### src/rtl/uart_rx.sv
// uart_rx: 8-bit UART receiver. Frames have one start bit (0), eight data bits sent LSB
// first, an optional even-parity bit, and one stop bit (1). Each bit lasts CLKS_PER_BIT
// clocks, and the receiver samples each bit at its middle.
//
// Optional feature: define UART_RX_PARITY_EN to add a PARITY state and the parity_err_o port.
//
// Parameters:
//   CLKS_PER_BIT  clocks per serial bit; must be even and at least 4
//
// Ports:
//   clk           single clock; all logic uses the rising edge
//   reset_i       synchronous reset, active low
//   Rx            serial input line; asynchronous to clk and idles high
//   data_o        last correctly received byte
//   byte_valid_o  one-cycle pulse when data_o is updated
//   frame_err_o   one-cycle pulse when the stop bit is sampled low
//   busy_o        high whenever the FSM is not in IDLE
//   parity_err_o  one-cycle pulse on a parity mismatch (only with UART_RX_PARITY_EN)
module uart_rx #(
    parameter int unsigned CLKS_PER_BIT = 16
) (
    input  logic       clk,
    input  logic       reset_i,
    input  logic       Rx,
    output logic [7:0] data_o,
    output logic       byte_valid_o,
    output logic       frame_err_o,
    output logic       busy_o
`ifdef UART_RX_PARITY_EN
    ,
    output logic       parity_err_o
`endif
);

    localparam int unsigned CntW = $clog2(CLKS_PER_BIT);
    localparam logic [CntW-1:0] HalfM1 = CntW'(CLKS_PER_BIT / 2 - 1);
    localparam logic [CntW-1:0] FullM1 = CntW'(CLKS_PER_BIT - 1);
    localparam logic [CntW-1:0] ArmSettle = CntW'(2);

    typedef enum logic [2:0] {
        StArm,
        StIdle,
        StStart,
        StData,
`ifdef UART_RX_PARITY_EN
        StParity,
`endif
        StStop,
        StBreak
    } state_e;

    state_e          state_q, state_d;
    logic            rx_meta, rx_s;
    logic [CntW-1:0] cnt_q, cnt_d;
    logic [2:0]      idx_q, idx_d;
    logic [7:0]      shift_q, shift_d;
    logic [7:0]      data_q;
    logic            valid_q, valid_d;
    logic            ferr_q, ferr_d;
    logic            full;
`ifdef UART_RX_PARITY_EN
    logic            par_q, par_d;
    logic            perr_q, perr_d;
`endif

    assign full = (cnt_q == FullM1);

    // Synchronizer flops reset high so the line reads idle after reset.
    always_ff @(posedge clk) begin
        if (!reset_i) begin
            rx_meta <= 1'b1;
            rx_s    <= 1'b1;
        end else begin
            rx_meta <= Rx;
            rx_s    <= rx_meta;
        end
    end

    // State register
    always_ff @(posedge clk) begin
        if (!reset_i) begin
            state_q <= StArm;
        end else begin
            state_q <= state_d;
        end
    end

    // Next state, together with the counter and shift-register updates
    always_comb begin
        state_d = state_q;
        cnt_d   = cnt_q + CntW'(1);
        idx_d   = idx_q;
        shift_d = shift_q;
`ifdef UART_RX_PARITY_EN
        par_d   = par_q;
`endif
        unique case (state_q)
            // The synchronizer still holds its reset value for two cycles. Waiting out those
            // cycles makes ARM act on the real line, not on the value forced in by reset.
            StArm: begin
                cnt_d = cnt_q;
                if (cnt_q < ArmSettle) begin
                    cnt_d = cnt_q + CntW'(1);
                end else if (rx_s) begin
                    state_d = StIdle;
                    cnt_d   = '0;
                end
            end
            StIdle: begin
                cnt_d = '0;
                if (!rx_s) state_d = StStart;
            end
            StStart: begin
                if (cnt_q == HalfM1) begin
                    cnt_d   = '0;
                    idx_d   = '0;
                    state_d = rx_s ? StIdle : StData;
                end
            end
            StData: begin
                if (full) begin
                    cnt_d   = '0;
                    shift_d = {rx_s, shift_q[7:1]};
                    idx_d   = idx_q + 3'd1;
                    if (idx_q == 3'd7) begin
`ifdef UART_RX_PARITY_EN
                        state_d = StParity;
`else
                        state_d = StStop;
`endif
                    end
                end
            end
`ifdef UART_RX_PARITY_EN
            StParity: begin
                if (full) begin
                    cnt_d   = '0;
                    par_d   = rx_s;
                    state_d = StStop;
                end
            end
`endif
            // Returning to IDLE at mid-stop leaves half a bit to catch a back-to-back start.
            StStop: begin
                if (full) begin
                    cnt_d   = '0;
                    state_d = rx_s ? StIdle : StBreak;
                end
            end
            StBreak: begin
                cnt_d = '0;
                if (rx_s) state_d = StIdle;
            end
            default: state_d = StArm;
        endcase
    end

    // Outputs: busy flag and next values of the result pulses
    always_comb begin
        busy_o  = (state_q != StIdle);
        valid_d = 1'b0;
        ferr_d  = 1'b0;
`ifdef UART_RX_PARITY_EN
        perr_d  = 1'b0;
`endif
        if (state_q == StStop && full) begin
            if (!rx_s) begin
                ferr_d = 1'b1;
`ifdef UART_RX_PARITY_EN
            end else if (^{shift_q, par_q}) begin
                perr_d = 1'b1;
`endif
            end else begin
                valid_d = 1'b1;
            end
        end
    end

    // Datapath registers
    always_ff @(posedge clk) begin
        if (!reset_i) begin
            cnt_q   <= '0;
            idx_q   <= '0;
            shift_q <= '0;
            data_q  <= '0;
            valid_q <= 1'b0;
            ferr_q  <= 1'b0;
`ifdef UART_RX_PARITY_EN
            par_q   <= 1'b0;
            perr_q  <= 1'b0;
`endif
        end else begin
            cnt_q   <= cnt_d;
            idx_q   <= idx_d;
            shift_q <= shift_d;
            valid_q <= valid_d;
            ferr_q  <= ferr_d;
            if (valid_d) data_q <= shift_q;
`ifdef UART_RX_PARITY_EN
            par_q   <= par_d;
            perr_q  <= perr_d;
`endif
        end
    end

    assign data_o       = data_q;
    assign byte_valid_o = valid_q;
    assign frame_err_o  = ferr_q;
`ifdef UART_RX_PARITY_EN
    assign parity_err_o = perr_q;
`endif

endmodule

### config.mk
export PLATFORM = sky130hd
export DESIGN_NAME = uart_rx
export DESIGN_NICKNAME = d
export VERILOG_FILES = /design/src/rtl/uart_rx.sv
export SDC_FILE = /design/constraint.sdc
export NUM_CORES = 1
export LEC_CHECK = 0
export CORE_ASPECT_RATIO = 1.2
export CORE_UTILIZATION = 50
export CTS_BUF_LIST = sky130_fd_sc_hd__clkbuf_4 sky130_fd_sc_hd__clkbuf_8
export DETAILED_ROUTE_END_ITERATION = 6
export GPL_TIMING_DRIVEN = 0
export PLACE_DENSITY = 0.71
export SYNTH_ARGS = -nofsm -noshare
export SYNTH_HDL_FRONTEND = slang
export SYNTH_SLANG_ARGS = --single-unit
### constraint.sdc
create_clock -name clk -period 2.3 [get_ports clk]
set_input_delay 0.345 -clock clk [delete_from_list [all_inputs] [get_ports clk]]
set_output_delay 0.345 -clock clk [all_outputs]
set_load 0.02 [all_outputs]
==> results of run 1 <==
## worst reg2reg max path, delay by kind of cell, from the launching register on
| family | cells | cell delay (ps) |
|---|---|---|
| buffers and inverters | 1 | 220 |
| and+or+nand+nor | 3 | 720 |
| DFF | 1 | 380 |
| adders and majority gates | 1 | 290 |
| muxes | 1 | 200 |
## layer usage
metal / vias up / part of all wire / global-route usage
met2: 29 / 0.51 / 0.354
li1: 557 / - / -
met3: 5 / 0.049 / 0.0560
met5: - / 0 / 0
met1: 530 / 0.42 / 0.239
met4: 0 / 0.018 / 0.110
## state kept, by name, indices dropped and copies added (netlist names)
register,count
data_o,8
shift_q,8
cnt_q,4
idx_q,3
state_q,3
byte_valid_o,1
frame_err_o,1
rx_meta,1
rx_s,1
## cells by family after synthesis
family	Yosys count	synth area share
AO/OA/AOI/OAI	22	0.121
XOR/XNOR	3	0.0190
adder cells (fa/ha/maj)	3	0.0271
buffers and inverters	14	0.0497
flip-flops	30	0.434
multiplexers	18	0.130
AND/OR/NAND/NOR	59	0.220
## power by group
group	total [mW]	switching, mW	internal, mW
Combinational	0.246	0.126	0.120
Clock	0.297	0.159	0.139
Sequential	0.573	0.0281	0.545
Total	1.12	0.313	0.804
## how the worst max path moves through the flow
stage	depth (start not counted)	to	start
final	3	busy_o	state_q[1]
after global placement	4	busy_o	state_q[1]
after detailed placement	4	busy_o	state_q[1]
after global routing	3	busy_o	state_q[1]
after CTS	4	busy_o	state_q[1]
after floorplan	6	data_o[0]	cnt_q[0]
## area by class of cell
cell class / count / area, um^2
Fill cell: 218 / 971
Multi-Input combinational cell: 105 / 716
Sequential cell: 30 / 601
Timing Repair Buffer: 13 / 130
Buffer: 10 / 55.1
Clock buffer: 7 / 52.6
Tap cell: 33 / 41.3
Inverter: 3 / 11.3
## cell usage in the layout (no fill, tap or decap), types with 2 or more instances in the layout
master | Yosys | routed
a21oi_1 | 3 | 3
a22oi_1 | 2 | 2
and2_1 | 3 | 3
buf_2 | 4 | 4
clkbuf_1 | 5 | 3
clkbuf_4 | 0 | 7
clkdlybuf4s50_1 | 0 | 13
dfxtp_1 | 30 | 30
ha_1 | 3 | 3
inv_1 | 3 | 3
mux2i_1 | 18 | 18
nand2_1 | 8 | 8
nand2b_1 | 4 | 4
nand3_1 | 3 | 3
nand3b_1 | 2 | 2
nor2_1 | 25 | 25
nor2b_1 | 4 | 4
nor4_1 | 2 | 2
o21a_1 | 2 | 2
o21ai_0 | 2 | 2
o221ai_1 | 2 | 2
xnor2_1 | 2 | 2
## per-stage QoR
| stage | hold WS [ps] | instances | instance area [um^2] |
|---|---|---|---|
| final | 426 | 201 | 1610 |
| after global routing | 459 | 201 | 1610 |
| after CTS | 437 | 202 | 1610 |
| after detailed placement | 407 | 195 | 1560 |
| after global placement | 399 | 195 | 1560 |
| after floorplan | 386 | 149 | 1390 |
## timing repair
| item | 4_1_cts | 5_1_grt |
|---|---|---|
| endpoints found under the setup margin | 1 | 1 |
| hold buffers | 0 | 0 |
| gates resized for setup | 1 | 0 |
| endpoints found under the hold margin | 0 | 0 |
==> flow_metrics.tcl, run 1 <==
set metrics [dict create \
    dr.pass1.iters 4 \
    ant_nets 0 \
    post-cts-setup-buffer-count 0 \
    setup_violations 0 \
    final.min_clock_period_ps 2150 \
    die_y_um 59.7 \
    slowest_stage "clkdlybuf4s50_1" \
    startpoint_type "register" \
    syn_area_per_cell_um2 9.30 \
    cp_num_buf_inv 2 \
    leakage_nw 0.653 \
    clock_path_buffers 2 \
    reg2reg_setup_slack_ps 360 \
    routed_wirelength_um 2650 \
    async_reset_ff_frac 0 \
    whs_path_depth 1 \
    max-cap-violations 0 \
    holdCritStartpoint "rx_meta" \
    min_period_over_period 0.937 \
    clk_latency_ps 320 \
    cts.sinks 30 \
    die_width_um 50.0 \
    yosysTopAreaCell "dfxtp_1" \
    critical_path.top_delay_family "buffers and inverters" \
    ios 14 \
    hold_path.class "reg -> reg" \
    fin_tns_setup_ps 0 \
    hold_end "rx_s" \
    synth_edf_count 0 \
    skew_ps 3.54 \
    cp_cell_sequence "clkbuf_2 -> nand2b_1 -> clkdlybuf4s50_1" \
    dp_hpwl_um 1960 \
    endpoint_kind "primary output" \
    grt_pass1_wl_um 4600 \
    irDropWorstVdd_v 0.000576 \
    drv_slew 0 \
    fp-row-count 20 \
    fin_util 0.623 \
    timing.rr.end "data_o[1]" \
    grtUsageTotal 0.209 \
    yosysMostFrequentCell "dfxtp_1" \
    postSynthCellCount 149 \
    power.density_nw_per_um2 695 \
    antenna_cells 0 \
    required_ps 1960 \
    cpPeakStageDelay_ps 590 \
    syn_nets 155 \
    synthFlopType "dfxtp_1" \
    slew_headroom 0.640 \
    finalHoldViolations 0 \
    antenna_found_initial 0 \
    outcome "finished, final reports clean" \
    post-place-ws_ps 246 \
    fin_nets 174 \
    r2r_cells 6 \
    post-route-drc-count 0 \
    critPathArrivalTime_ps 1810 \
    viasPerCell 5.58 \
    ys_ff_latch 30 \
    start_util 0.537 \
    clkTransAtPathRegs_ps 80 \
    drtIter0Drc 30 \
    ys_warn_count 0 \
    root_buffer "clkbuf_4" \
    wl_per_cell_um 13.2 \
    ys_seq_area_frac 0.434 \
    synth.top_cells.by_count "dfxtp_1 (30), nor2_1 (25), mux2i_1 (18), nand2_1 (8), clkbuf_1 (5)" \
    synth_top_area_share 0.434 \
    grt_start_max_net_pins 11 \
    h-tree-depth 2 \
    finalWeightedCongestion 0.842 \
    area_growth_pct 16.0 \
    r2r-start "cnt_q[0]" \
    grt-ovfl-total 0 \
    worstMarginPinSlew_ps 535 \
    yosys-top-cells-area "dfxtp_1 (43%), mux2i_1 (13%), nor2_1 (6.8%), ha_1 (2.7%), nand2_1 (2.2%)" \
    crit_type "reg -> out" \
    cts_tree "yes" \
    rsz0062_at_grt "no" \
    portBuffers 13 \
    synth_area_um2 1390 \
    p_total_mw 1.12 \
    yosysUniqueCellTypes 42 \
    drive_gt1_frac 0.113 \
    coreArea_um2 2580 \
    cp_max_fo 10 \
    die-area_um2 2990 \
    max_freq_mhz 464 \
    cts_buffers 5 \
    fin_ws_ps 146 \
    via_count 1121 \
    grt_pass1_vias 1041 \
]
No activity file was read; power rests on OpenSTA's default activity.
==> run 2, diff against run 1 <==
- GPL_TIMING_DRIVEN: 0 -> default
- SLEW_MARGIN: default -> 20
==> run 2 against run 1 <==
Sequential share of layout area grew 0.32 points. Count of clock-buffer cells in the layout shrank 1. Non-clock buffer count shrank 6. Hold slack lost 10 ps. Utilization shrank 0.53 points. Combinational power shrank 8%. Die area is the same. Total power grew 1.8%. First-iteration DRC count shrank 40%. Clock power grew 10%. Clock skew grew 13 ps. Critical endpoint unchanged.
==> flow_metrics.tcl, run 2 (synthesis gave the netlist of run 1 again) <==
set metrics [dict create \
    fin_ws_ps 168 \
    clock_path_buffers 2 \
    post-route-drc-count 0 \
    max-cap-violations 0 \
    fin_util 0.618 \
    die_y_um 59.7 \
    grt_pass1_wl_um 4340 \
    final.min_clock_period_ps 2130 \
    max_freq_mhz 469 \
    layout_common_cells "dfxtp_1 (30), nor2_1 (25), mux2i_1 (18)" \
    grt_pass1_vias 1048 \
    post-place-ws_ps 336 \
    seq_area_um2 601 \
    grt_util_met2 0.345 \
    fp-row-count 20 \
    grtUsageTotal 0.197 \
    die_width_um 50.0 \
    grt-ovfl-total 0 \
    clkTransAtPathRegs_ps 100 \
    worstMarginPinSlew_ps 588 \
    cts.repair.resized 0 \
    endpoint_kind "primary output" \
    cts_buffers 5 \
    wl_per_cell_um 13.2 \
    slew_headroom 0.604 \
    routed_wirelength_um 2590 \
    skew_ps 16.8 \
    fin_nets 168 \
    critPathArrivalTime_ps 1790 \
    final_common_cell "dfxtp_1" \
    cts.sinks 30 \
    cpPeakStageDelay_ps 690 \
    viasPerCell 5.62 \
    leakage_nw 0.638 \
    place_inst 188 \
    post-cts-setup-buffer-count 0 \
    dp_hpwl_um 1880 \
    finalHoldViolations 0 \
    hold_path.class "reg -> reg" \
    power.density_nw_per_um2 714 \
    antenna_cells 0 \
    root_buffer "clkbuf_4" \
    use_met3 0.0636 \
    crit_type "reg -> out" \
    finalWeightedCongestion 0.847 \
    cp_cell_sequence "nand2b_1 -> clkdlybuf4s50_1" \
    outcome "finished, final reports clean" \
    fillers 215 \
    multiInputGateArea_um2 716 \
    antenna_found_initial 0 \
    met1_usage 0.204 \
    grt_start_max_net_pins 19 \
    die-area_um2 2990 \
    slowest_stage "dfxtp_1" \
    coreArea_um2 2580 \
    startpoint_type "register" \
    portBuffers 13 \
    setup_violations 0 \
    area_growth_pct 15.0 \
    irDropWorstVdd_v 0.000519 \
    cts_tree "yes" \
    drive_gt1_frac 0.104 \
    top_usage_layer "met2" \
    clk_latency_ps 330 \
    h-tree-depth 2 \
    final_cells 196 \
    ant_nets 0 \
    cts_hold_buf 0 \
    start_util 0.537 \
    min_period_over_period 0.927 \
    via_count 1102 \
    fin_tns_setup_ps 0 \
    rsz0062_at_grt "no" \
    drv_slew 0 \
    ios 14 \
    dr.pass1.iters 4 \
    cp_max_fo 18 \
    required_ps 1960 \
    drtIter0Drc 18 \
]
==> run 2: per-stage QoR <==
step           power, mW  hold slack (ps)  cell area [um^2]
2_1_floorplan      0.773              386              1390
3_3_place_gp       0.817              388              1530
3_5_place_dp       0.822              417              1530
4_1_cts             1.15              429              1590
5_1_grt             1.20              430              1590
6_report            1.14              416              1590
==> run 2: layout make-up <==
cell class              instances  area share
clock buffers                   6      0.0322
clock inverters                 2     0.00786
inverters                       3     0.00707
multi-input cells             105       0.449
flip-flops and latches         30       0.377
well taps                      33      0.0259
repair buffers                 17       0.101
==> run 2: path summary, 6_finish.rpt <==
kind	to	slack, ps	depth (start not counted)	startpoint
worst max register to register	data_o[4]	280	5	cnt_q[0]
worst min register to register	rx_s	420	1	rx_meta
worst max-delay path	busy_o	170	2	state_q[1]
worst min-delay path	rx_s	420	1	rx_meta
==> run 2: where the power goes <==
group	internal (mW)	total, mW	leakage (nW)	switching, mW
clock network	0.147	0.327	0.0343	0.180
logic	0.118	0.227	0.361	0.109
registers	0.545	0.583	0.243	0.0378
==> run 2: layer usage <==
metal / up-vias / routed length [um]
li1: 548 / -
met1: 516 / 1070
met2: 29 / 1310
met3: 9 / 143
met4: 0 / 70
met5: - / 0
==> run 2: worst max-delay path, delay by kind of cell, from the launching register on <==
family / cells / cell delay (ps)
buffers and inverters: 1 / 590
flip-flops: 1 / 690
AND/OR/NAND/NOR: 1 / 180
